[src/rtl/ifu_axi_fetch_pkg.sv]
// Shared fetch-stage types and constants. IDU and CSR import the reset PC and
// NOP word from here so mepc/mcause handling agrees with the fetch unit.
package ifu_pkg;

  typedef enum logic [1:0] {
    REQ  = 2'd0,
    WAIT = 2'd1,
    HOLD = 2'd2,
    NEXT = 2'd3
  } fetch_state_e;

  localparam logic [1:0]  FAULT_NONE     = 2'b00;
  localparam logic [1:0]  FAULT_BUS      = 2'b01;
  localparam logic [1:0]  FAULT_MISALIGN = 2'b10;

  localparam logic [1:0]  RESP_OKAY      = 2'b00;

  localparam logic [31:0] DEF_RESET_PC   = 32'h8000_0000;
  localparam logic [31:0] DEF_NOP_INST   = 32'h0000_0013;

endpackage

[src/rtl/ifu_axi_fetch_if.sv]
// Fetch unit bus bundle: AR/R read channel, IDU handoff, next-PC return path
// and the fetch counter. master = fetch unit side, slave = memory/pipeline side.
interface ifu_axi_fetch_if;
  logic [31:0] araddr;
  logic        arvalid;
  logic        arready;
  logic [31:0] rdata;
  logic [1:0]  rresp;
  logic        rvalid;
  logic        rready;
  logic [31:0] inst;
  logic [31:0] pc;
  logic        inst_valid;
  logic        inst_ready;
  logic [1:0]  inst_fault;
  logic        upd_valid;
  logic [31:0] upd_pc;
  logic        upd_ready;
  logic [31:0] fetch_cnt;

  modport master (
    output araddr, arvalid, rready,
    output inst, pc, inst_valid, inst_fault,
    output upd_ready, fetch_cnt,
    input  arready, rdata, rresp, rvalid,
    input  inst_ready, upd_valid, upd_pc
  );

  modport slave (
    input  araddr, arvalid, rready,
    input  inst, pc, inst_valid, inst_fault,
    input  upd_ready, fetch_cnt,
    output arready, rdata, rresp, rvalid,
    output inst_ready, upd_valid, upd_pc
  );
endinterface

[src/rtl/ifu_axi_fetch.sv]
// Multi-cycle instruction fetch: one AR/R read per instruction, hand the word
// to IDU, then wait for the next PC from execute/writeback before refetching.
module ifu_axi_fetch
  import ifu_pkg::*;
#(
  parameter logic [31:0] RESET_PC = DEF_RESET_PC,
  parameter logic [31:0] NOP_INST = DEF_NOP_INST
) (
  input  logic clk,
  input  logic rst,
  ifu_axi_fetch_if.master bus
);

  fetch_state_e state_q, state_d;
  logic [31:0]  pc_q, pc_d;
  logic [31:0]  inst_q, inst_d;
  logic [1:0]   fault_q, fault_d;
  logic [31:0]  cnt_q, cnt_d;

  // State and datapath registers; reset abandons any outstanding AR or R.
  always_ff @(posedge clk or posedge rst) begin
    if (rst) begin
      state_q <= REQ;
      pc_q    <= RESET_PC;
      inst_q  <= '0;
      fault_q <= FAULT_NONE;
      cnt_q   <= '0;
    end else begin
      state_q <= state_d;
      pc_q    <= pc_d;
      inst_q  <= inst_d;
      fault_q <= fault_d;
      cnt_q   <= cnt_d;
    end
  end

  // Next state and handshake strobes; each handshake is only looked at in its
  // own state, so the four strobes are mutually exclusive by construction.
  always_comb begin
    state_d        = state_q;
    pc_d           = pc_q;
    inst_d         = inst_q;
    fault_d        = fault_q;
    cnt_d          = cnt_q;
    bus.arvalid    = 1'b0;
    bus.araddr     = '0;
    bus.rready     = 1'b0;
    bus.inst_valid = 1'b0;
    bus.upd_ready  = 1'b0;
    case (state_q)
      REQ: begin
        // pc_q only moves in NEXT, so araddr is stable while arvalid is up
        bus.arvalid = 1'b1;
        bus.araddr  = pc_q;
        if (bus.arready) state_d = WAIT;
      end
      WAIT: begin
        bus.rready = 1'b1;
        if (bus.rvalid) begin
          if (bus.rresp == RESP_OKAY) begin
            inst_d  = bus.rdata;
            fault_d = FAULT_NONE;
          end else begin
            inst_d  = NOP_INST;
            fault_d = FAULT_BUS;
          end
          cnt_d   = cnt_q + 32'd1;
          state_d = HOLD;
        end
      end
      HOLD: begin
        bus.inst_valid = 1'b1;
        if (bus.inst_ready) state_d = NEXT;
      end
      NEXT: begin
        bus.upd_ready = 1'b1;
        if (bus.upd_valid) begin
          pc_d = bus.upd_pc;
          // misaligned target: report it to IDU without touching the bus
          if (bus.upd_pc[1:0] != 2'b00) begin
            inst_d  = NOP_INST;
            fault_d = FAULT_MISALIGN;
            state_d = HOLD;
          end else begin
            state_d = REQ;
          end
        end
      end
      default: state_d = REQ;
    endcase
  end

  assign bus.inst       = inst_q;
  assign bus.pc         = pc_q;
  assign bus.inst_fault = fault_q;
  assign bus.fetch_cnt  = cnt_q;

endmodule
[src/flat_wrapper.sv]
// flat-port wrapper written by rule: the top's interface ports become plain ports
module ifu_axi_fetch_flat import ifu_pkg::*;
#(
  parameter logic [31:0] RESET_PC = DEF_RESET_PC,
  parameter logic [31:0] NOP_INST = DEF_NOP_INST
)
  (clk, rst, bus_araddr, bus_arvalid, bus_rready, bus_inst, bus_pc, bus_inst_valid, bus_inst_fault, bus_upd_ready, bus_fetch_cnt, bus_arready, bus_rdata, bus_rresp, bus_rvalid, bus_inst_ready, bus_upd_valid, bus_upd_pc);
  ifu_axi_fetch_if bus_i ();
  input  logic clk;
  input  logic rst;
  output wire logic [$bits(bus_i.araddr)-1:0] bus_araddr;
  output wire logic [$bits(bus_i.arvalid)-1:0] bus_arvalid;
  output wire logic [$bits(bus_i.rready)-1:0] bus_rready;
  output wire logic [$bits(bus_i.inst)-1:0] bus_inst;
  output wire logic [$bits(bus_i.pc)-1:0] bus_pc;
  output wire logic [$bits(bus_i.inst_valid)-1:0] bus_inst_valid;
  output wire logic [$bits(bus_i.inst_fault)-1:0] bus_inst_fault;
  output wire logic [$bits(bus_i.upd_ready)-1:0] bus_upd_ready;
  output wire logic [$bits(bus_i.fetch_cnt)-1:0] bus_fetch_cnt;
  input wire logic [$bits(bus_i.arready)-1:0] bus_arready;
  input wire logic [$bits(bus_i.rdata)-1:0] bus_rdata;
  input wire logic [$bits(bus_i.rresp)-1:0] bus_rresp;
  input wire logic [$bits(bus_i.rvalid)-1:0] bus_rvalid;
  input wire logic [$bits(bus_i.inst_ready)-1:0] bus_inst_ready;
  input wire logic [$bits(bus_i.upd_valid)-1:0] bus_upd_valid;
  input wire logic [$bits(bus_i.upd_pc)-1:0] bus_upd_pc;
  assign bus_araddr = bus_i.araddr;
  assign bus_arvalid = bus_i.arvalid;
  assign bus_rready = bus_i.rready;
  assign bus_inst = bus_i.inst;
  assign bus_pc = bus_i.pc;
  assign bus_inst_valid = bus_i.inst_valid;
  assign bus_inst_fault = bus_i.inst_fault;
  assign bus_upd_ready = bus_i.upd_ready;
  assign bus_fetch_cnt = bus_i.fetch_cnt;
  assign bus_i.arready = bus_arready;
  assign bus_i.rdata = bus_rdata;
  assign bus_i.rresp = bus_rresp;
  assign bus_i.rvalid = bus_rvalid;
  assign bus_i.inst_ready = bus_inst_ready;
  assign bus_i.upd_valid = bus_upd_valid;
  assign bus_i.upd_pc = bus_upd_pc;
  ifu_axi_fetch #(.RESET_PC(RESET_PC), .NOP_INST(NOP_INST)) u_core (.clk(clk), .rst(rst), .bus(bus_i));
endmodule
[config.mk]
export PLATFORM = sky130hd
export DESIGN_NAME = ifu_axi_fetch_flat
export DESIGN_NICKNAME = d
export VERILOG_FILES = /design/src/rtl/ifu_axi_fetch_pkg.sv /design/src/rtl/ifu_axi_fetch_if.sv /design/src/rtl/ifu_axi_fetch.sv /design/src/flat_wrapper.sv
export SDC_FILE = /design/constraint.sdc
export NUM_CORES = 1
export LEC_CHECK = 0
export ABC_AREA = 1
export ABC_CLOCK_PERIOD_IN_PS = 3100
export BUFFER_PORTS_ARGS = -buffer_cell sky130_fd_sc_hd__buf_2
export CAP_MARGIN = 20
export CORE_MARGIN = 4
export CORE_UTILIZATION = 25
export CTS_CLUSTER_DIAMETER = 100
export DETAILED_ROUTE_END_ITERATION = 6
export HOLD_SLACK_MARGIN = 0.03
export SETUP_SLACK_MARGIN = 0.5
export SYNTH_ARGS = -nofsm -noshare
export SYNTH_HDL_FRONTEND = slang
export SYNTH_SLANG_ARGS = --single-unit
[constraint.sdc]
create_clock -name clk -period 3.1 [get_ports clk]
set_input_delay 0.31 -clock clk [delete_from_list [all_inputs] [get_ports clk]]
set_output_delay 0.31 -clock clk [all_outputs]
set_load 0.05 [all_outputs]
# After elaboration in Yosys (flattened, before gate mapping)
# Index checks and enable logic that the tools add are counted.
[word_totals]
reg_bits = 100
output_inout_bits = 134
[op_classes]
eq_ne = 8
addsub = 1
muxes = 21
n_reduce_logical = 8
[op_table]
columns = ["operator", "n"]
rows = [
  ["$mux 32", 5],
  ["$pmux 32 s2", 1],
  ["$add 32x1->32 const B", 1],
  ["$mux 2", 8],
  ["$ne 2x2->1 const B", 4],
  ["$pmux 2 s4", 1],
  ["$reduce_and 4->1", 2],
  ["$mux 1", 5],
  ["$eq 2x2->1 const B", 2],
  ["$logic_not 2->1", 2],
  ["$pmux 2 s2", 1],
  ["$reduce_and 2->1", 2],
  ["$reduce_bool 2->1", 2],
  ["$eq 2x1->1 const B", 1],
  ["$ne 2x1->1 const B", 1],
]

# Longest topological paths before layout
[depth]
word_depth = 4
ltp_mapped = 9
mapped_depth_nobuf = 8

# Worst setup path before layout
# Ideal clock, no wire load.
[synth_path]
kind = "reg-to-output"
startpoint = "register u_core.state_q[1]"
endpoint = "output port bus_araddr[22]"
arrival_ns = 1.484
required_time_ns = 2.790
stages_incl_launch_ff = 5
path_slack_ns = 1.306
path_cell_list = "dfrtp_1 -> inv_1 -> nand2_1 -> clkbuf_1 -> nor2_1"
[synth_between]
elab_chain_len = 2
[synth_lines]
columns = ["item", "line", "rtl"]
rows = [
  ["start, declared", "ifu_axi_fetch.sv:14", "fetch_state_e state_q, state_d;"],
  ["start signal, assigned", "ifu_axi_fetch.sv:29", "state_q <= state_d;"],
  ["$logic_not 2->1", "ifu_axi_fetch.sv:50", "case (state_q)"],
  ["$mux 32", "ifu_axi_fetch.sv:50", ""],
  ["end, declared", "flat_wrapper.sv:11", "output wire logic [$bits(bus_i.araddr)-1:0] bus_araddr;"],
]
# No other way between the ends.

# Worst setup path in the final report
[layout_path]
startpoint = "register u_core.state_q[1]"
endpoint = "output port bus_araddr[21]"
# The elaborated chain is that of the path after synthesis.

==> impl_metrics.toml <==
[synth]
syn_area_um2 = 4756
synthCells = 602
synth.top_cell.area_share_pct = 52.09
yosysUniqueCellTypes = 28
synth_top_area_cell = "dfrtp_1"
synth_most_common_cell = "nand2_1"
synth-edff-count = 0
syn_nets = 675
ys_warn_count = 0
syn_area_per_cell_um2 = 7.900
synthArstFlopShare_pct = 100.0
ys_seq_area_share_pct = 52.64
ys_ff_latch = 100
synth_top_cells_by_area = "dfrtp_1 52%, nand2_1 13%, nor2_1 8.7%"
synth_common_cells = "167 x nand2_1, 110 x nor2_1, 99 x dfrtp_1, 77 x inv_1, 41 x nand3_1"
synth_flop_cell = "dfrtp_1"

[global_route]
use_met3_pct = 4.329
grt_pass1_wl_um = 22010
use_met1_pct = 15.70
grt_pass1_vias = 4225
gr-total-overflow = 0
grt_usage_pct = 12.70
grt_antenna_before_repair = 0
top_usage_layer = "met2"
grt_max_degree = 65
use_met2_pct = 21.38

[die]
ios = 206
die_y_um = 145.9
die-area_um2 = 21290
rows = 50
die_x_um = 145.9
start_util_pct = 25.42
coreArea_um2 = 18710

[cells_and_area]
diodes = 0
fill_cells = 1953
seq_area_um2 = 2504
nNetsFinal = 879
multi_input_area_um2 = 1844
syn2layout_area_growth_pct = 32.91
post-route-util_pct = 33.79
drive_above_1_share_pct = 31.32
layout.cells.non_filler = 1045

[cts]
clock-sinks = 100
clk_latency_ps = 350
cts_tree = "built"
hold_buffers = 0
cts_max_level = 3
clock_path_buffers = 2
cts-resized-gates = 0
cts_made_buffers = 9
clkTransAtPathRegs_ps = 70
cts_setup_buffers = 0
cts_root_buf = "clkbuf_16"

[sta]
tns_ps = 0
worst_pin_slew_ps = 852.3
fin_crit_sh_pct = 67.47
layout_min_cycle_time_ps = 2092
final.setup_skew_ps = 10.73
worst_slack_ps = 1008
hold_viol = 0
finalHoldWorstSlack_ps = 99.46
slew_headroom_pct = 43.18
rsz0062_at_grt = "false"
drv_slew = 0
fmax_mhz = 478.1
report.final.setup_viol = 0

[critical_path]
crit_type = "reg2out"
slowest_delay_ps = 390
reg2reg_to = "u_core.bus.inst[3]$_DFFE_PP0P_"
required_ps = 2790
reg2reg_slack_ps = 1270
slowest_stage = "dfrtp_1"
path_cells = "inv_1 -> nand2_1 -> buf_16 -> nor2_1 -> buf_2"
cp_top_family = "buffers and inverters"
endpoint_kind = "primary output"
worst_setup_path_start_kind = "register"
crit_arrival_ps = 1780
worstPathMaxFanout = 26
r2r-start = "u_core.state_q[0]$_DFFE_PP0P_"
reg2reg_depth = 8
critPathBufInv = 3

[pwr]
switchingPower_mw = 2.997
power.leakage_nw = 3.566
irDropWorstVdd_uv = 251.7
power_frac_comb_pct = 49.5
clkPwrFrac_pct = 18.6
seqPwrFrac_pct = 31.9
p_sw_share_pct = 52.11
intPower_mw = 2.754
power.density_nw_per_um2 = 909.9

[placement]
dp_cells = 1028
place_hpwl_um = 10420
portBuffers = 205
place_congestion = 0.8189
place_ws_ps = 1024

[drt]
first_pass_iters = 4
via_per_inst = 4.219
drcViolationCount = 0
wirelength_um = 13770
ant_nets = 0
vias = 4409
wl_per_cell_um = 13.17
drtIter0Drc = 197

[outcome]
outcome = "finished, final reports clean"

[worst_hold_path]
hp-class = "in2async"

[job]
cap_violations = 0
==> routing by layer <==
| metal | routed length [um] | share of wire, % | vias to the layer above |
|---|---|---|---|
| li1 | - | - | 2255 |
| met2 | 6488 | 47 | 159 |
| met1 | 6028 | 44 | 1981 |
| met4 | 173 | 1.3 | 0 |
| met5 | 0 | 0 | - |
| met3 | 1075 | 7.8 | 14 |
==> state kept, by name, summed over array words and instances, names as in the netlist <==
name and cells:
u_core.bus.fetch_cnt 32, u_core.bus.inst 32, u_core.bus.pc 32, u_core.bus.inst_fault 2, u_core.state_q 2
==> power by group through the flow <==
| stage | clock (mW) | sequential (mW) | combinational [mW] |
|---|---|---|---|
| 3_5_place_dp | 0 | 1.86 | 2.87 |
| 4_1_cts | 1.12 | 1.83 | 2.87 |
| 2_1_floorplan | 0 | 2.96 | 1.08 |
| 3_3_place_gp | 0 | 1.84 | 2.86 |
| 6_report | 1.07 | 1.83 | 2.85 |
| 5_1_grt | 1.17 | 1.88 | 3.03 |
==> worst max-delay path by stage <==
stage                                        startpoint              to  slack (ps)  cells past startpoint
after floorplan           u_core.state_q[1]$_DFFE_PP0P_  bus_araddr[22]        1310                      4
after detailed placement  u_core.state_q[1]$_DFFE_PP0P_  bus_araddr[21]        1020                      4
after global routing      u_core.state_q[1]$_DFFE_PP0P_  bus_araddr[21]         790                      5
final                     u_core.state_q[1]$_DFFE_PP0P_  bus_araddr[21]        1010                      5
after CTS                 u_core.state_q[1]$_DFFE_PP0P_  bus_araddr[21]         630                      4
after global placement    u_core.state_q[1]$_DFFE_PP0P_   bus_araddr[6]        1150                      4
==> layout make-up <==
class	instances	share of cell area, %
sequential	100	39.61
multi-input combinational	404	29.18
inverter	78	4.691
clock buffer	9	3.563
tap	234	4.632
timing repair buffer	213	17.50
clock inverter	7	0.8314
==> worst min-delay path, stage by stage <==
cell and delay, ps:
buf_2 110, clkinvlp_4 60, buf_4 400
==> cells in the final DEF, fill, tap and decap left out, drive strengths merged <==
cell      count
nor3          4
dfstp         1
nand3        42
ha            1
xor2          7
a21oi        31
o21ai        18
clkbuf        9
nand3b        4
dfrtp        99
xnor2         3
inv          78
clkinv        5
clkinvlp      2
nand4         5
nor2        117
and2b         1
o22ai         1
buf         213
nand2       170
==> per-stage QoR <==
step | area, um2 | power [mW]
after detailed placement | 6016 | 4.723
after global routing | 6321 | 6.087
after floorplan | 4760 | 4.044
final | 6321 | 5.752
after global placement | 6016 | 4.696
after CTS | 6294 | 5.823
==> logic make-up (layout without fill, tap and decap cells) <==
logic type      Yosys count  in the layout  share of synthesized area, %
simple gates            343            343                         30.62
buf+inv                  98            307                         8.629
flops                   100            100                         52.64
xor+xnor                 10             10                         1.842
fa+ha+maj                 1              1                        0.2630
compound gates           50             50                         5.999
(Power assumes the default switching activity.)
